==> src/rtl/out_display_ctrl_pkg.sv <==
// Shared constants for the OUT-instruction display controller: slot/digit geometry and
// the hex-to-7-segment table (active-high, bit0 = segment a).
package out_display_ctrl_pkg;

  localparam int NUM_SLOTS  = 4;
  localparam int NUM_DIGITS = 8;
  localparam int SLOT_W     = 16;
  localparam int IDX_W      = $clog2(NUM_DIGITS);

  localparam int SEG_A = 0;
  localparam int SEG_B = 1;
  localparam int SEG_C = 2;
  localparam int SEG_D = 3;
  localparam int SEG_E = 4;
  localparam int SEG_F = 5;
  localparam int SEG_G = 6;
  localparam int SEG_W = SEG_G - SEG_A + 1;

  localparam logic [SEG_W-1:0] HEX_SEG [16] = '{
    7'h3F, 7'h06, 7'h5B, 7'h4F, 7'h66, 7'h6D, 7'h7D, 7'h07,
    7'h7F, 7'h6F, 7'h77, 7'h7C, 7'h39, 7'h5E, 7'h79, 7'h71
  };

  function automatic logic [NUM_DIGITS-1:0] digit_enable_n(input logic [IDX_W-1:0] idx);
    return ~(NUM_DIGITS'(1) << idx);
  endfunction

endpackage

==> src/rtl/out_display_ctrl_seg7_hex_decoder.sv <==
// Combinational nibble to active-high 7-segment pattern.
module seg7_hex_decoder
  import out_display_ctrl_pkg::*;
(
  input  logic [3:0]       nibble_i,
  output logic [SEG_W-1:0] seg_o
);

  logic [SEG_W-1:0] pat;

  always_comb begin
    pat = HEX_SEG[nibble_i];
    seg_o = '0;
    seg_o[SEG_A] = pat[0];
    seg_o[SEG_B] = pat[1];
    seg_o[SEG_C] = pat[2];
    seg_o[SEG_D] = pat[3];
    seg_o[SEG_E] = pat[4];
    seg_o[SEG_F] = pat[5];
    seg_o[SEG_G] = pat[6];
  end

endmodule

==> src/rtl/out_display_ctrl.sv <==
// Captures processor OUT results into four slots and scans them onto an 8-digit
// multiplexed hex display; decimal points flag fresh writes, display blinks while halting.
module out_display_ctrl
  import out_display_ctrl_pkg::*;
#(
  parameter int SCAN_DIV    = 1024,
  parameter int BLINK_DIV   = 256,
  parameter int FRESH_TICKS = 2048
) (
  input  logic        clock,
  input  logic        reset_n,
  input  logic        outdisplay,
  input  logic [2:0]  outsel,
  input  logic [15:0] outval1,
  input  logic [15:0] outval2,
  input  logic        halting,
  input  logic        page,
  output logic [6:0]  seg_n,
  output logic        dp_n,
  output logic [7:0]  an_n,
  output logic [15:0] out_count
);

  localparam int PW = $clog2(SCAN_DIV);
  localparam int BW = (BLINK_DIV > 1) ? $clog2(BLINK_DIV) : 1;
  localparam int FW = $clog2(FRESH_TICKS + 1);
  localparam logic [PW-1:0] PRESC_LAST = PW'(SCAN_DIV - 1);
  localparam logic [BW-1:0] BLINK_LAST = BW'(BLINK_DIV - 1);
  localparam logic [FW-1:0] FRESH_LOAD = FW'(FRESH_TICKS);

  logic [PW-1:0]         presc_q, presc_d;
  logic [IDX_W-1:0]      idx_q, idx_d, idx_nxt;
  logic [BW-1:0]         blink_cnt_q, blink_cnt_d;
  logic                  blink_ph_q, blink_ph_d;
  logic [SLOT_W-1:0]     slot_q [NUM_SLOTS];
  logic [SLOT_W-1:0]     slot_d [NUM_SLOTS];
  logic [FW-1:0]         fresh_q [NUM_SLOTS];
  logic [FW-1:0]         fresh_d [NUM_SLOTS];
  logic [SEG_W-1:0]      seg_q, seg_d, seg_pat;
  logic                  dp_q, dp_d;
  logic [NUM_DIGITS-1:0] an_q, an_d;
  logic [15:0]           cnt_q, cnt_d;
  logic [NUM_SLOTS-1:0]  wr_en;
  logic [1:0]            sel_slot;
  logic [3:0]            nibble;
  logic                  tick;

  assign tick = (presc_q == PRESC_LAST);

  // Capture bank and fresh timers; a reload on the same edge as a tick beats the decrement.
  always_comb begin
    wr_en = '0;
    if (outdisplay) begin
      if (outsel[2]) begin
        wr_en[{outsel[1], 1'b0}] = 1'b1;
        wr_en[{outsel[1], 1'b1}] = 1'b1;
      end else begin
        wr_en[outsel[1:0]] = 1'b1;
      end
    end
    for (int i = 0; i < NUM_SLOTS; i++) begin
      slot_d[i]  = slot_q[i];
      fresh_d[i] = fresh_q[i];
      if (tick && (fresh_q[i] != '0)) fresh_d[i] = fresh_q[i] - 1'b1;
      if (wr_en[i]) begin
        slot_d[i]  = (outsel[2] && (i % 2 == 1)) ? outval2 : outval1;
        fresh_d[i] = FRESH_LOAD;
      end
    end
    cnt_d = cnt_q;
    if (outdisplay && (cnt_q != 16'hFFFF)) cnt_d = cnt_q + 16'd1;
  end

  // The tick edge loads outputs for the digit being stepped to, from pre-edge slot values.
  always_comb begin
    idx_nxt  = idx_q + 1'b1;
    sel_slot = {page, idx_nxt[IDX_W-1]};
    nibble   = slot_q[sel_slot][{idx_nxt[1:0], 2'b00} +: 4];
  end

  seg7_hex_decoder u_dec (
    .nibble_i (nibble),
    .seg_o    (seg_pat)
  );

  always_comb begin
    presc_d     = tick ? '0 : presc_q + 1'b1;
    idx_d       = idx_q;
    seg_d       = seg_q;
    dp_d        = dp_q;
    an_d        = an_q;
    blink_cnt_d = blink_cnt_q;
    blink_ph_d  = blink_ph_q;
    if (!halting) begin
      blink_cnt_d = '0;
      blink_ph_d  = 1'b0;
    end else if (tick) begin
      if (blink_cnt_q == BLINK_LAST) begin
        blink_cnt_d = '0;
        blink_ph_d  = ~blink_ph_q;
      end else begin
        blink_cnt_d = blink_cnt_q + 1'b1;
      end
    end
    if (tick) begin
      idx_d = idx_nxt;
      seg_d = ~seg_pat;
      dp_d  = ~((idx_nxt[1:0] == 2'b00) && (fresh_q[sel_slot] != '0));
      an_d  = (halting && blink_ph_q) ? '1 : digit_enable_n(idx_nxt);
    end
  end

  always_ff @(posedge clock or negedge reset_n) begin
    if (!reset_n) begin
      presc_q     <= '0;
      idx_q       <= '0;
      blink_cnt_q <= '0;
      blink_ph_q  <= 1'b0;
      seg_q       <= 7'h7F;
      dp_q        <= 1'b1;
      an_q        <= '1;
      cnt_q       <= '0;
      for (int i = 0; i < NUM_SLOTS; i++) begin
        slot_q[i]  <= '0;
        fresh_q[i] <= '0;
      end
    end else begin
      presc_q     <= presc_d;
      idx_q       <= idx_d;
      blink_cnt_q <= blink_cnt_d;
      blink_ph_q  <= blink_ph_d;
      seg_q       <= seg_d;
      dp_q        <= dp_d;
      an_q        <= an_d;
      cnt_q       <= cnt_d;
      slot_q      <= slot_d;
      fresh_q     <= fresh_d;
    end
  end

  assign seg_n     = seg_q;
  assign dp_n      = dp_q;
  assign an_n      = an_q;
  assign out_count = cnt_q;

endmodule
==> config.mk <==
export PLATFORM = sky130hd
export DESIGN_NAME = out_display_ctrl
export DESIGN_NICKNAME = d
export VERILOG_FILES = /design/src/rtl/out_display_ctrl_pkg.sv /design/src/rtl/out_display_ctrl_seg7_hex_decoder.sv /design/src/rtl/out_display_ctrl.sv
export SDC_FILE = /design/constraint.sdc
export NUM_CORES = 1
export LEC_CHECK = 0
export CORE_UTILIZATION = 36
export CTS_CLUSTER_SIZE = 30
export DETAILED_ROUTE_END_ITERATION = 8
export GPL_TIMING_DRIVEN = 0
export SYNTH_ARGS = -nofsm -noshare
export SYNTH_HDL_FRONTEND = slang
export SYNTH_SLANG_ARGS = --single-unit
==> constraint.sdc <==
create_clock -name clock -period 3.3 [get_ports clock]
set_input_delay 0.66 -clock clock [delete_from_list [all_inputs] [get_ports clock]]
set_output_delay 0.66 -clock clock [all_outputs]
set_load 0.05 [all_outputs]
==> summary by stage <==
STA
The max-slew headroom at the worst pin is 43.88%. At the pin with the least slew margin, the transition time is about 0.83 ns. The worst hold-check slack is between 0.15 and 0.2 ns. Setup slack on the critical path of the routed design comes to about 0.22 ns. The final count of negative-setup-slack endpoints is 0. The summed negative setup slack over all endpoints is 0 ns. The final setup skew is roughly 0.016 ns. The time the worst path needs with I/O delays and setup is ~3 ns.

The maximum operating frequency is 0.3250 GHz. The worst path uses a little over 90% of the clock period. Setup repair after global routing left no endpoint under its margin. The number of pins exceeding their max-slew limit in the final report was 0. The hold violation total from the final report is 0.

Synthesis
The most common flop cell mapped by yosys is dfrtp_1. The number of nets in the synthesized netlist is 816. The distinct cell type count after synthesis is 52. In the synthesized netlist, mux cells make up 12.36% of the area. The post-synthesis cell count is around 750.

The synthesized design contains 0 enable-type register cells. The sequential cell area fraction in the yosys report is 51.08%. Of the total synthesized cell area, the portion taken by XOR and XNOR cells is roughly 7.6%. After synthesis, the largest family of logic cells by area is simple AND/OR/NAND/NOR gates. Summing the areas of all compound-gate instances in the mapped netlist gives about 6.6% of the synthesized area. The fraction of synthesis flops using an asynchronous set or reset pin is 100.0%. Of the total synthesized cell area, the portion taken by full adders, half adders and majority gates is 3.522%. The average cell area after synthesis is 10.85 µm². The post-synthesis register bit count is about 170. The synthesized netlist devotes ~17% of its cell area to simple gates. The Yosys step of the flow raised 0 warnings. The mapped netlist covers 8172 µm².

Worst setup path
The worst-case reg-to-reg path depth is 10. The startpoint identified for the worst register-to-register timing path is idx_q[0]. For the worst setup path, the data required time is ~3.6 ns.

STA classifies the critical path startpoint as a primary input. The start point of the critical path is page. The worst setup path category is in -> reg. The maximum fanout along the worst path is 10. The critical path capture point type is a flip-flop. The arrival time of data at the critical path endpoint is about 3.4 ns.

GRT
The total overflow left after global routing is 0. The global-route wire length before repair is between 30,000 and 40,000 µm. The number of antenna violations at the first check in global routing was 0.

The via count of the first global-routing pass is slightly below 6,000. Entering global routing, the biggest net connects between 100 and 150 pins. The global-route total usage across every layer is roughly 17%.

Pwr
After layout, the design draws a total of about 5.3 mW. Internal power comes to between 3 and 4 mW. The largest vdd supply drop is around 0.53 mV. The net switching fraction of the power is 29.74%.

Of the total power, registers draw between 40 and 50%. The switching power of the nets is roughly 1.6 mW. For this design the ratio of total power to cell area is 538.1 nW/µm². Per report_power, the clock group accounts for 37.5% of the total. The combinational share of power is between 10% and 20%. For this design the static power due to leakage is 4.206 nW.

Route
Before antenna repair, the detailed router went through 7 iterations. The via total after detailed routing is 5,811. Wires add up to 18,260 µm. The number of nets with antenna violations after routing is 0.

The post-detailed-route via-to-cell ratio is 5.097. Dividing the detail-routed wire length by the instance count gives 16.01 µm. The initial DRC count is ~360. The total DRC errors in the routed layout is 4.

Min path
The type of the tightest min-delay check is in -> async.

Floorplan
The initial cell density of the core is 37.10%. The die covers between 20,000 and 25,000 µm². The area of the placeable core is 22,030 µm².

Row generation in the floorplan step produced 54 rows. The floorplan die width is 152.7 µm. 72 I/O pins were placed.

The die is between 150 and 200 µm tall.

Finish
Cells with a size suffix above 1 make up around an eighth of the layout. After routing the design area is 9933 µm². 0 antenna diodes ended up in the layout. The number of fill cells in the layout is 2,066. Compared with the post-synthesis result, the final layout area differs by 21.56%. At the end of the flow the core is filled with cells to 45.10%.

The final net count is 910. The number of standard cells in the final layout excluding fillers is ~1,100.

Placement
The global placement routability congestion is 0.7877. The placed cell area is slightly above 9000 µm². The quantity of I/O buffers inserted on ports is 69. The placed wire-length estimate after detailed placement is between 10,000 and 15,000 µm. At the placement stage, the worst setup path has a slack of -0.6547 ns. The placed cell count is approximately 1,100.

Clock network
The CTS clock-pin slew for the worst setup and hold paths is approximately 0.070 ns. The total CTS buffers is 17. The clock drives between 150 and 200 sinks.

The number of buffers on the longest clock path is 2. The insertion delay to the later sink of the worst-skew pair is about 0.44 ns. The tree is rooted in a clkbuf_16.

TritonCTS built the clock tree. The H-tree generated during clock tree synthesis spans 4 levels.

Flow run
The max-capacitance violation count is 0.

Status
The checks that failed: DRC. The run finished, with violations left.
## logic make-up after synthesis
group,after synthesis
flip-flops,166
AO/OA/AOI/OAI,91
XOR/XNOR,69
multiplexers,73
adder cells (fa/ha/maj),23
buffers and inverters,44
AND/OR/NAND/NOR,287
## layer usage
layer | global-route usage, % | wire, µm | vias up
met1 | 22.83 | 8719 | 2863
li1 | - | - | 2816
met3 | 3.555 | 800 | 15
met4 | 4.185 | 171 | 0
met5 | 0 | 0 | -
met2 | 27.22 | 8565 | 117
## state kept, by name, summed over array words and instances (netlist names)
name / cells
dp_n: 1
fresh_q: 48
slot_q: 64
blink_ph_q: 1
out_count: 16
an_n: 8
blink_cnt_q: 8
seg_n: 7
idx_q: 3
presc_q: 10
## worst max-delay path: stages
cell,delay (ns)
buf_1,0.41
clkbuf_1,0.58
mux4_2,0.46
nand2b_1,0.10
nand4_1,0.24
inv_1,0.23
ha_1,0.27
mux2_2,0.27
nand3_1,0.09
o311ai_1,0.10
## synthesized netlist by cell type (3+ instances only)
library cell / n / share of area [%]
clkbuf_1: 22 / 1.0
nor2_1: 104 / 4.8
nand3_1: 20 / 1.2
dfrtp_1: 150 / 46
dfstp_2: 16 / 5.1
mux2i_1: 21 / 2.6
and3_1: 9 / 0.69
mux2_2: 36 / 5.0
or4_1: 6 / 0.55
xor2_1: 22 / 2.4
o21ai_0: 35 / 2.1
mux4_1: 9 / 2.9
nor3_1: 20 / 1.2
nand4_1: 14 / 1.1
a21oi_1: 27 / 1.7
nor2b_1: 6 / 0.46
or2_2: 4 / 0.31
and2_1: 9 / 0.69
or3_1: 6 / 0.46
o21a_1: 6 / 0.55
a221oi_1: 3 / 0.32
xnor2_1: 46 / 4.9
mux4_2: 7 / 1.9
inv_1: 17 / 0.78
nand2b_1: 4 / 0.31
o22ai_1: 4 / 0.31
a31oi_1: 3 / 0.23
ha_1: 23 / 3.5
nor4_1: 9 / 0.69
nand2_1: 66 / 3.0
## power by group through the flow
| stage | Clock (mW) | Sequential [mW] | Combinational, mW |
|---|---|---|---|
| after floorplan | 0 | 2.55 | 0.507 |
| after global placement | 0 | 2.46 | 0.906 |
| after detailed placement | 0 | 2.46 | 0.926 |
| after CTS | 2.06 | 2.42 | 0.926 |
| after global routing | 2.14 | 2.46 | 1.01 |
| final | 2.00 | 2.43 | 0.917 |
## layout make-up
| type | count | area (µm²) | share of cell area, % |
|---|---|---|---|
| flip-flops and latches | 166 | 4174 | 42.02 |
| repair buffers | 75 | 785.8 | 7.910 |
| well taps | 280 | 350.3 | 3.527 |
| multi-input cells | 543 | 3851 | 38.77 |
| plain buffers | 26 | 112.6 | 1.134 |
| clock inverters | 15 | 166.4 | 1.675 |
| inverters | 18 | 67.56 | 0.6802 |
| clock buffers | 17 | 425.4 | 4.283 |
## timing repair
action / 4_1_cts / 5_1_grt
endpoints found under the setup margin: 7 / 6
setup buffers: 5 / 0
hold buffers: 0 / 0
pin swaps: 2 / 0
gates cloned: 0 / 0
resized for setup: 2 / 3
## final timing paths
check	endpoint	slack, ns
setup / recovery	seg_n[3]	0.22
setup reg to reg	seg_n[4]	0.24
hold / removal	presc_q[2]	0.19
min in group clock	seg_n[0]	0.47
max in group asynchronous	fresh_q[13]	2.25
hold reg to reg	seg_n[0]	0.47
## cell usage in the layout, fill, tap and decap left out, types with 7 or more instances in the layout
master and n:
o21ai_0 35, mux4_1 9, clkdlybuf4s50_1 68, dfstp_2 16, xnor2_1 45, and2_1 9
mux2_2 36, ha_1 22, mux4_2 7, nand2_1 66, nor3_1 20, a21oi_1 27
clkbuf_16 17, nor4_1 9, dfrtp_1 150, clkbuf_1 22, and3_1 9, mux2i_1 21
nand3_1 20, xor2_1 22, nand4_1 14, inv_1 17, nor2_1 103
No activity file was read; power rests on OpenSTA's default activity.
